===== config.mk =====
export PLATFORM = sky130hd
export DESIGN_NAME = hazard_fwd_unit
export DESIGN_NICKNAME = d
export VERILOG_FILES = /design/src/rtl/hazard_pkg.sv /design/src/rtl/hazard_fwd_unit_fwd_sel.sv /design/src/rtl/hazard_fwd_unit.sv
export SDC_FILE = /design/constraint.sdc
export NUM_CORES = 1
export LEC_CHECK = 0
export ABC_CLOCK_PERIOD_IN_PS = 2990
export CORE_ASPECT_RATIO = 1.1
export CORE_MARGIN = 1.5
export CORE_UTILIZATION = 42
export CTS_BUF_LIST = sky130_fd_sc_hd__clkbuf_4 sky130_fd_sc_hd__clkbuf_8 sky130_fd_sc_hd__clkbuf_16
export DETAILED_ROUTE_END_ITERATION = 10
export PLACE_DENSITY = 0.86
export SLEW_MARGIN = 20
export SYNTH_ARGS = -nofsm -noshare
export SYNTH_HDL_FRONTEND = slang
export SYNTH_SLANG_ARGS = --single-unit

===== constraint.sdc =====
create_clock -name clk -period 2.99 [get_ports clk]
set_input_delay 0.299 -clock clk [delete_from_list [all_inputs] [get_ports clk]]
set_output_delay 0.299 -clock clk [all_outputs]
set_load 0.05 [all_outputs]

===== src/rtl/hazard_pkg.sv =====
// Shared definitions for the pipeline hazard/forwarding unit:
// memory-wait FSM states, forwarding select codes and control bundles.
package hazard_pkg;

    typedef enum logic [1:0] {
        RUN      = 2'd0,
        MEM_WAIT = 2'd1,
        MEM_LAST = 2'd2
    } mem_state_t;

    localparam logic [1:0] FWD_REG = 2'b00;
    localparam logic [1:0] FWD_MEM = 2'b01;
    localparam logic [1:0] FWD_WB  = 2'b10;
    localparam logic [1:0] FWD_IMM = 2'b11;

    typedef struct packed {
        logic pc_wr;
        logic d_wr;
        logic e_wr;
        logic m_wr;
        logic d_flush;
        logic e_flush;
    } pipe_ctrl_t;

    localparam pipe_ctrl_t CTRL_RUN    = '{pc_wr: 1'b1, d_wr: 1'b1, e_wr: 1'b1, m_wr: 1'b1,
                                           d_flush: 1'b0, e_flush: 1'b0};
    localparam pipe_ctrl_t CTRL_FREEZE = '{pc_wr: 1'b0, d_wr: 1'b0, e_wr: 1'b0, m_wr: 1'b0,
                                           d_flush: 1'b0, e_flush: 1'b0};
    localparam pipe_ctrl_t CTRL_BRANCH = '{pc_wr: 1'b1, d_wr: 1'b1, e_wr: 1'b1, m_wr: 1'b1,
                                           d_flush: 1'b1, e_flush: 1'b1};
    localparam pipe_ctrl_t CTRL_LU     = '{pc_wr: 1'b0, d_wr: 1'b0, e_wr: 1'b1, m_wr: 1'b1,
                                           d_flush: 1'b0, e_flush: 1'b1};

endpackage


===== src/rtl/hazard_fwd_unit_fwd_sel.sv =====
// One ALU operand's forwarding select: M result beats W result,
// r0 never forwarded, loads in M not forwarded (data not ready yet).
module fwd_sel
    import hazard_pkg::*;
#(
    parameter int unsigned RA_W = 5
) (
    input  logic [RA_W-1:0] src,
    input  logic            imm_sel,
    input  logic [RA_W-1:0] m_rw,
    input  logic            m_regwr,
    input  logic            m_memrd,
    input  logic [RA_W-1:0] w_rw,
    input  logic            w_regwr,
    output logic [1:0]      sel
);

    logic hit_m;
    logic hit_w;

    always_comb begin
        hit_m = m_regwr && !m_memrd && (m_rw != '0) && (m_rw == src);
        hit_w = w_regwr && (w_rw != '0) && (w_rw == src);
        sel   = FWD_REG;
        if (imm_sel) begin
            sel = FWD_IMM;
        end else if (hit_m) begin
            sel = FWD_MEM;
        end else if (hit_w) begin
            sel = FWD_WB;
        end
    end

endmodule


===== src/rtl/hazard_fwd_unit.sv =====
// Hazard unit for the 5-stage pipeline: forwarding selects, load-use stall,
// taken-branch flush, multi-cycle load freeze and a saturating stall counter.
module hazard_fwd_unit
    import hazard_pkg::*;
#(
    parameter int unsigned RA_W     = 5,
    parameter int unsigned LOAD_LAT = 1,
    parameter int unsigned CNT_W    = 16
) (
    input  logic             clk,
    input  logic             rst,
    input  logic [RA_W-1:0]  D_Rs,
    input  logic [RA_W-1:0]  D_Rt,
    input  logic             D_UseRs,
    input  logic             D_UseRt,
    input  logic [RA_W-1:0]  E_Rs,
    input  logic [RA_W-1:0]  E_Rt,
    input  logic             E_ALUSrc,
    input  logic [RA_W-1:0]  E_Rw,
    input  logic             E_RegWr,
    input  logic             E_MemRd,
    input  logic             E_BrTaken,
    input  logic [RA_W-1:0]  M_Rw,
    input  logic             M_RegWr,
    input  logic             M_MemRd,
    input  logic [RA_W-1:0]  W_Rw,
    input  logic             W_RegWr,
    output logic [1:0]       ALUSrcA,
    output logic [1:0]       ALUSrcB,
    output logic             PC_Wr,
    output logic             D_Wr,
    output logic             E_Wr,
    output logic             M_Wr,
    output logic             D_Flush,
    output logic             E_Flush,
    output logic [CNT_W-1:0] StallCnt
);

    localparam int unsigned CB         = $clog2(LOAD_LAT + 1);
    localparam bit          MULTI      = (LOAD_LAT > 1);
    localparam logic [CB-1:0] CNT_INIT = MULTI ? CB'(LOAD_LAT - 2) : '0;

    mem_state_t  state;
    mem_state_t  state_nx;
    logic [CB-1:0] cnt;
    logic [CB-1:0] cnt_nx;
    logic        freeze;
    logic        load_use;
    logic [1:0]  sel_a;
    logic [1:0]  sel_b;
    pipe_ctrl_t  ctrl;
    logic [CNT_W-1:0] stall_cnt;

    fwd_sel #(.RA_W(RA_W)) u_fwd_a (
        .src     (E_Rs),
        .imm_sel (1'b0),
        .m_rw    (M_Rw),
        .m_regwr (M_RegWr),
        .m_memrd (M_MemRd),
        .w_rw    (W_Rw),
        .w_regwr (W_RegWr),
        .sel     (sel_a)
    );

    fwd_sel #(.RA_W(RA_W)) u_fwd_b (
        .src     (E_Rt),
        .imm_sel (E_ALUSrc),
        .m_rw    (M_Rw),
        .m_regwr (M_RegWr),
        .m_memrd (M_MemRd),
        .w_rw    (W_Rw),
        .w_regwr (W_RegWr),
        .sel     (sel_b)
    );

    // Freeze covers the load's first LOAD_LAT-1 cycles in M; MEM_LAST lets it
    // advance and deliberately ignores M_MemRd so the same load is not re-armed.
    always_comb begin
        state_nx = state;
        cnt_nx   = cnt;
        freeze   = 1'b0;
        unique case (state)
            RUN: begin
                if (M_MemRd && MULTI) begin
                    freeze   = 1'b1;
                    cnt_nx   = CNT_INIT;
                    state_nx = (LOAD_LAT == 2) ? MEM_LAST : MEM_WAIT;
                end
            end
            MEM_WAIT: begin
                freeze = 1'b1;
                cnt_nx = cnt - 1'b1;
                if (cnt == CB'(1)) begin
                    state_nx = MEM_LAST;
                end
            end
            MEM_LAST: begin
                state_nx = RUN;
            end
            default: begin
                state_nx = RUN;
            end
        endcase
    end

    always_ff @(posedge clk or posedge rst) begin
        if (rst) begin
            state <= RUN;
            cnt   <= '0;
        end else begin
            state <= state_nx;
            cnt   <= cnt_nx;
        end
    end

    always_comb begin
        load_use = E_MemRd && E_RegWr && (E_Rw != '0) &&
                   ((D_UseRs && (D_Rs == E_Rw)) || (D_UseRt && (D_Rt == E_Rw)));
        ctrl = CTRL_RUN;
        if (rst) begin
            ctrl = CTRL_RUN;
        end else if (freeze) begin
            ctrl = CTRL_FREEZE;
        end else if (E_BrTaken) begin
            ctrl = CTRL_BRANCH;
        end else if (load_use) begin
            ctrl = CTRL_LU;
        end
    end

    always_ff @(posedge clk or posedge rst) begin
        if (rst) begin
            stall_cnt <= '0;
        end else if (!ctrl.pc_wr && (stall_cnt != '1)) begin
            stall_cnt <= stall_cnt + 1'b1;
        end
    end

    assign ALUSrcA  = rst ? FWD_REG : sel_a;
    assign ALUSrcB  = rst ? FWD_REG : sel_b;
    assign PC_Wr    = ctrl.pc_wr;
    assign D_Wr     = ctrl.d_wr;
    assign E_Wr     = ctrl.e_wr;
    assign M_Wr     = ctrl.m_wr;
    assign D_Flush  = ctrl.d_flush;
    assign E_Flush  = ctrl.e_flush;
    assign StallCnt = stall_cnt;

endmodule


# Word-level counts from Yosys, hierarchy flattened

Index checks and enable logic that the tools add are counted.

Reductions and logical operators: 21
$add $sub $neg: 2
Eq/ne operators: 9
Mux-type cells: 14
Bitwise gates (word level): 1

Operators with widths:

| cell                                          | number |
|---|---|
| == test 5 bit                                 | 6 |
| 2-to-1 mux 6 bit                              | 4 |
| adder 16 x 1 -> 16 bit, second input constant | 1 |
| 2-to-1 mux 2 bit                              | 8 |
| != test 16 bit, second input constant         | 1 |
| nonzero test 5 bit                            | 3 |
| logical AND 1 bit                             | 13 |
| one-hot mux 2 bit (2 select lines)            | 1 |
| == test 2 x 1 -> 1 bit, second input constant | 1 |
| zero test 1 bit                               | 2 |
| zero test 2 bit                               | 1 |
| != test 2 bit, second input constant          | 1 |
| AND reduction 2 bit                           | 1 |
| logical OR 1 bit                              | 1 |
| 2-to-1 mux 1 bit                              | 1 |
| NOT 1 bit                                     | 1 |
| subtractor 1 bit, second input constant       | 1 |

Bits of input ports: 46
Logic and storage cells: 50
Register bits after elaboration: 19
Output and inout bits: 26

# Depth between registers and ports, before layout

Word-level depth: 10
Depth in mapped cells: 7
Gate-level depth less buffers: 6

# Hierarchy

From an unflattened synthesis, not the netlist that was laid out.

Cells, all modules: 153
Area total of the unflattened synthesis: 1415.1 µm²

By module, submodules not included:

| module          | times used | seq. area each (µm²) | cells an instance | area an instance (µm²) |
|---|---|---|---|---|
| hazard_fwd_unit | 1          | 400.4                | 113               | 1102.3 |
| fwd_sel         | 2          | 0.0                  | 20                | 156.4 |

# Worst setup path before layout

OpenSTA, ideal clock, no wires.

Path type: in2out
From: input port E_Rw[1]
To: output port E_Flush
Path buffers: 1
Setup slack: 667 ps
Required time: 2691 ps
Stages on the path: 6
Arrival time: 2024 ps
Cell sequence: xnor2_1 > nand4_1 > o22ai_2 > buf_4 > o2111ai_1 > a21oi_1

Word-level cells in the longest chain between the ends: 8
Elaborated cells on any way between the ends: 12
Those cells by class: eq/ne (2); mux (4); reduce/logical (6)

Ends and longest elaborated chain:

| element             | line                   | source |
|---|---|---|
| start: declaration  | hazard_fwd_unit.sv:19  | `input logic [RA_W-1:0] E_Rw,` |
| == test 5 bit       | hazard_fwd_unit.sv:118 | `((D_UseRs && (D_Rs == E_Rw)) \|\| (D_UseRt && (D_Rt == E_Rw)));` |
| logical AND 1 bit   | hazard_fwd_unit.sv:118 |  |
| logical OR 1 bit    | hazard_fwd_unit.sv:118 |  |
| logical AND 1 bit * | hazard_fwd_unit.sv:117 | `load_use = E_MemRd && E_RegWr && (E_Rw != '0) &&` |
| 2-to-1 mux 6 bit *  | hazard_fwd_unit.sv:126 | `end else if (load_use) begin` |
| 2-to-1 mux 6 bit *  | hazard_fwd_unit.sv:124 | `end else if (E_BrTaken) begin` |
| 2-to-1 mux 6 bit *  | hazard_fwd_unit.sv:122 | `end else if (freeze) begin` |
| 2-to-1 mux 6 bit *  | hazard_fwd_unit.sv:120 | `if (rst) begin` |
| end: declaration    | hazard_fwd_unit.sv:35  | `output logic E_Flush,` |

Mark *: on every way between the ends. The rest lies on a longest branch, timed or not.

# Worst setup path after layout

From: input port W_Rw[3]
To: output port ALUSrcA[1]

Word-level cells in the longest chain between the ends: 6
Elaborated cells on any way between the ends: 7
Those cells by class: eq/ne (1); mux (3); reduce/logical (3)

Ends and longest elaborated chain:

| element             | line                          | source |
|---|---|---|
| start: declaration  | hazard_fwd_unit.sv:26         | `input logic [RA_W-1:0] W_Rw,` |
| nonzero test 5 bit  | hazard_fwd_unit_fwd_sel.sv:23 | `hit_w = w_regwr && (w_rw != '0) && (w_rw == src);` |
| logical AND 1 bit   | hazard_fwd_unit_fwd_sel.sv:23 |  |
| logical AND 1 bit * | hazard_fwd_unit_fwd_sel.sv:23 |  |
| 2-to-1 mux 2 bit *  | hazard_fwd_unit_fwd_sel.sv:29 | `end else if (hit_w) begin` |
| 2-to-1 mux 2 bit *  | hazard_fwd_unit_fwd_sel.sv:27 | `end else if (hit_m) begin` |
| 2-to-1 mux 2 bit *  | hazard_fwd_unit.sv:139        | `assign ALUSrcA = rst ? FWD_REG : sel_a;` |
| end: declaration    | hazard_fwd_unit.sv:28         | `output logic [1:0] ALUSrcA,` |

Marks and branches as above.

==> metrics.yaml <==
worst_setup_path:
  crit_fanout: 3
  cp_num_buf_inv: 2
  crit_type: "input pin to output pin"
  arrival_ns: 2.52
  path_delay_family: "buffers and inverters"
  cp.required_ns: 2.69
  slowest_stage: "clkdlybuf4s50_1"
  end_kind: "output pin"
  startpoint_type: "input pin"
  cp_common_cell: "clkdlybuf4s50_1"
  critPathMaxStageDelay_ns: 0.69
  crit_chain: "clkdlybuf4s50_1 -> or4_1 -> o21ai_0 -> nor2_1 -> and4_1 -> clkdlybuf4s50_1"
cts:
  postCtsHoldBufs: 0
  cts_setup_buffers: 0
  cts_buffers: 3
  cts_tree: "yes"
  cts-root-buf: "clkbuf_4"
  clock_latency_ns: 0.30
  clock_path_buffers: 2
  cts_num_sinks: 16
  cts_max_level: 1
  cts.clk_slew.worst_paths_ns: 0.10
  cts_resized: 0
logic_synthesis:
  synth_cell_types: 36
  syn_area_um2: 1346
  async_flop_share_pct: 100.0
  synthFlopType: "dfrtp_1"
  ys_seq_area_share_pct: 29.74
  synth-edff-count: 0
  synthCells: 139
  ys_warn_count: 0
  synth-seq-cells: 16
  avgSynthCellArea_um2: 9.686
drt:
  ant_nets: 0
  met2_wirelength_mm: 2.054
  wl_per_cell_um: 15.01
  drt-vias-per-instance: 5.365
  wl_met3_um: 144
  firstDrtPassIters: 4
  first_iter_violations: 33
  drcViolationCount: 0
  routed_wl_mm: 3.662
  top_layer: "met4"
  met1Wirelength_mm: 1.431
  vias: 1309
die:
  dieHeight_um: 62.38
  row_count: 21
  core_area_um2: 3048
  start_util_pct: 44.17
  io-pin-count: 72
  die_area_um2: 3554
  chipWidth_um: 56.98
finish:
  final_cell_area_um2: 2096
  syn_to_final_growth_pct: 55.67
  antennaDiodeCount: 0
  fillers: 248
  final_cell_mix: "65 x clkdlybuf4s50_1, 34 x xnor2_1, 16 x dfrtp_1"
  largest_reg_flops: 16
  final_util_pct: 68.76
  num-nets-final: 258
  final_common_cell: "clkdlybuf4s50_1"
  drive_above_1_share_pct: 11.43
outcome:
  status: "completed"
flow_run:
  drv_cap: 0
sta:
  finalHoldViolCount: 0
  period_needed_ns: 2.820
  setup_tns_ns: 0
  slew_headroom_pct: 66.20
  slew_violations: 0
  rsz0062_at_grt: "false"
  worstMarginPinSlew_ns: 0.5054
  finalSetupViolations: 0
  fmax_mhz: 354.7
  timing.final.crit_share_pct: 94.30
  fin_skew_ns: 0.008347
pwr:
  power.combinational.fraction_pct: 32.7
  max-vdd-ir-drop_mv: 0.2669
  p_leak_uw: 0.0008148
  power_switching_uw: 158.2
  p_clk_share_pct: 26.7
  p_sw_share_pct: 28.95
  pwr-share-seq_pct: 40.6
  p_int_uw: 388.2
  power_uw: 546.5
  power_density_nw_per_um2: 260.7
global_routing:
  grt_antenna_before_repair: 0
  grt_max_degree: 19
  grt_pass1_wl_mm: 6.354
  grt.total_usage_pct: 21.97
  grt_overflow: 0
  grt_pass1_vias: 1403
place:
  dpl.hpwl_mm: 3.070
  dpl-instance-area_um2: 2059
  port_buffers: 69
  place.gp.congestion: 0.8475
worst_hold_path:
  min_path_type: "flop to flop"
-- area by class of cell --
class,instances,area [um2],share of cell area [%]
Tap cell,34,42.54,2.030
Clock buffer,4,36.28,1.731
Sequential cell,16,400.4,19.10
Timing Repair Buffer,71,708.2,33.79
Multi-Input combinational cell,116,897.1,42.81
Inverter,3,11.26,0.5373
-- cell families after synthesis --
logic type / share of synthesized area, %
other cells: 0.2785
compound gates: 7.063
simple gates: 28.53
xor+xnor: 27.97
fa+ha+maj: 0.9292
mux: 1.580
buf+inv: 3.903
flops: 29.74
-- power by group through the flow --
stage / Clock, uW / Sequential (uW) / Combinational, uW
after floorplan: 0 / 234 / 75.4
after global placement: 0 / 226 / 174
after detailed placement: 0 / 226 / 179
after CTS: 151 / 222 / 180
after global routing: 162 / 222 / 190
final: 146 / 222 / 179
-- path summary, 6_finish.rpt --
check	start	to	slack [ns]	depth (start not counted)
setup / recovery	W_Rw[3]	ALUSrcA[1]	0.17	6
hold / removal	StallCnt[9]$_DFFE_PP0P_	StallCnt[9]$_DFFE_PP0P_	0.52	1
setup reg to reg	StallCnt[0]$_DFFE_PP0P_	StallCnt[1]$_DFFE_PP0P_	0.97	6
hold reg to reg	StallCnt[9]$_DFFE_PP0P_	StallCnt[9]$_DFFE_PP0P_	0.52	1
max in group asynchronous	rst	StallCnt[3]$_DFFE_PP0P_	2.26	3
min in group asynchronous	rst	StallCnt[0]$_DFFE_PP0P_	0.54	3
-- synthesized netlist by cell type (all sizes together) (3+ instances only) --
cell   count  area share [%]
xor2       9             5.9
buf        5             3.1
nand3     11             6.3
inv        3            0.84
nor3       3             1.1
nand2      5             1.4
xnor2     34              22
nor2       7             3.2
a21oi      5             1.9
nand4     11             5.1
and3       7             3.3
and4       3             2.1
dfrtp     16              30
-- metrics by stage --
stage / setup slack [ns] / hold WS, ns / std cells
global route: 0.06928 / 0.5411 / 244
floorplan: 0.6674 / 0.2180 / 140
finish: 0.1704 / 0.5166 / 244
CTS: 0.1614 / 0.5192 / 244
detailed placement: 0.1649 / 0.5054 / 240
global placement: 0.2530 / 0.4859 / 240
-- layer usage --
metal,track usage [%],vias up
met5,0,-
met3,3.313,5
li1,-,636
met2,41.09,40
met4,4.651,0
met1,25.95,628
(Power assumes the default switching activity.)
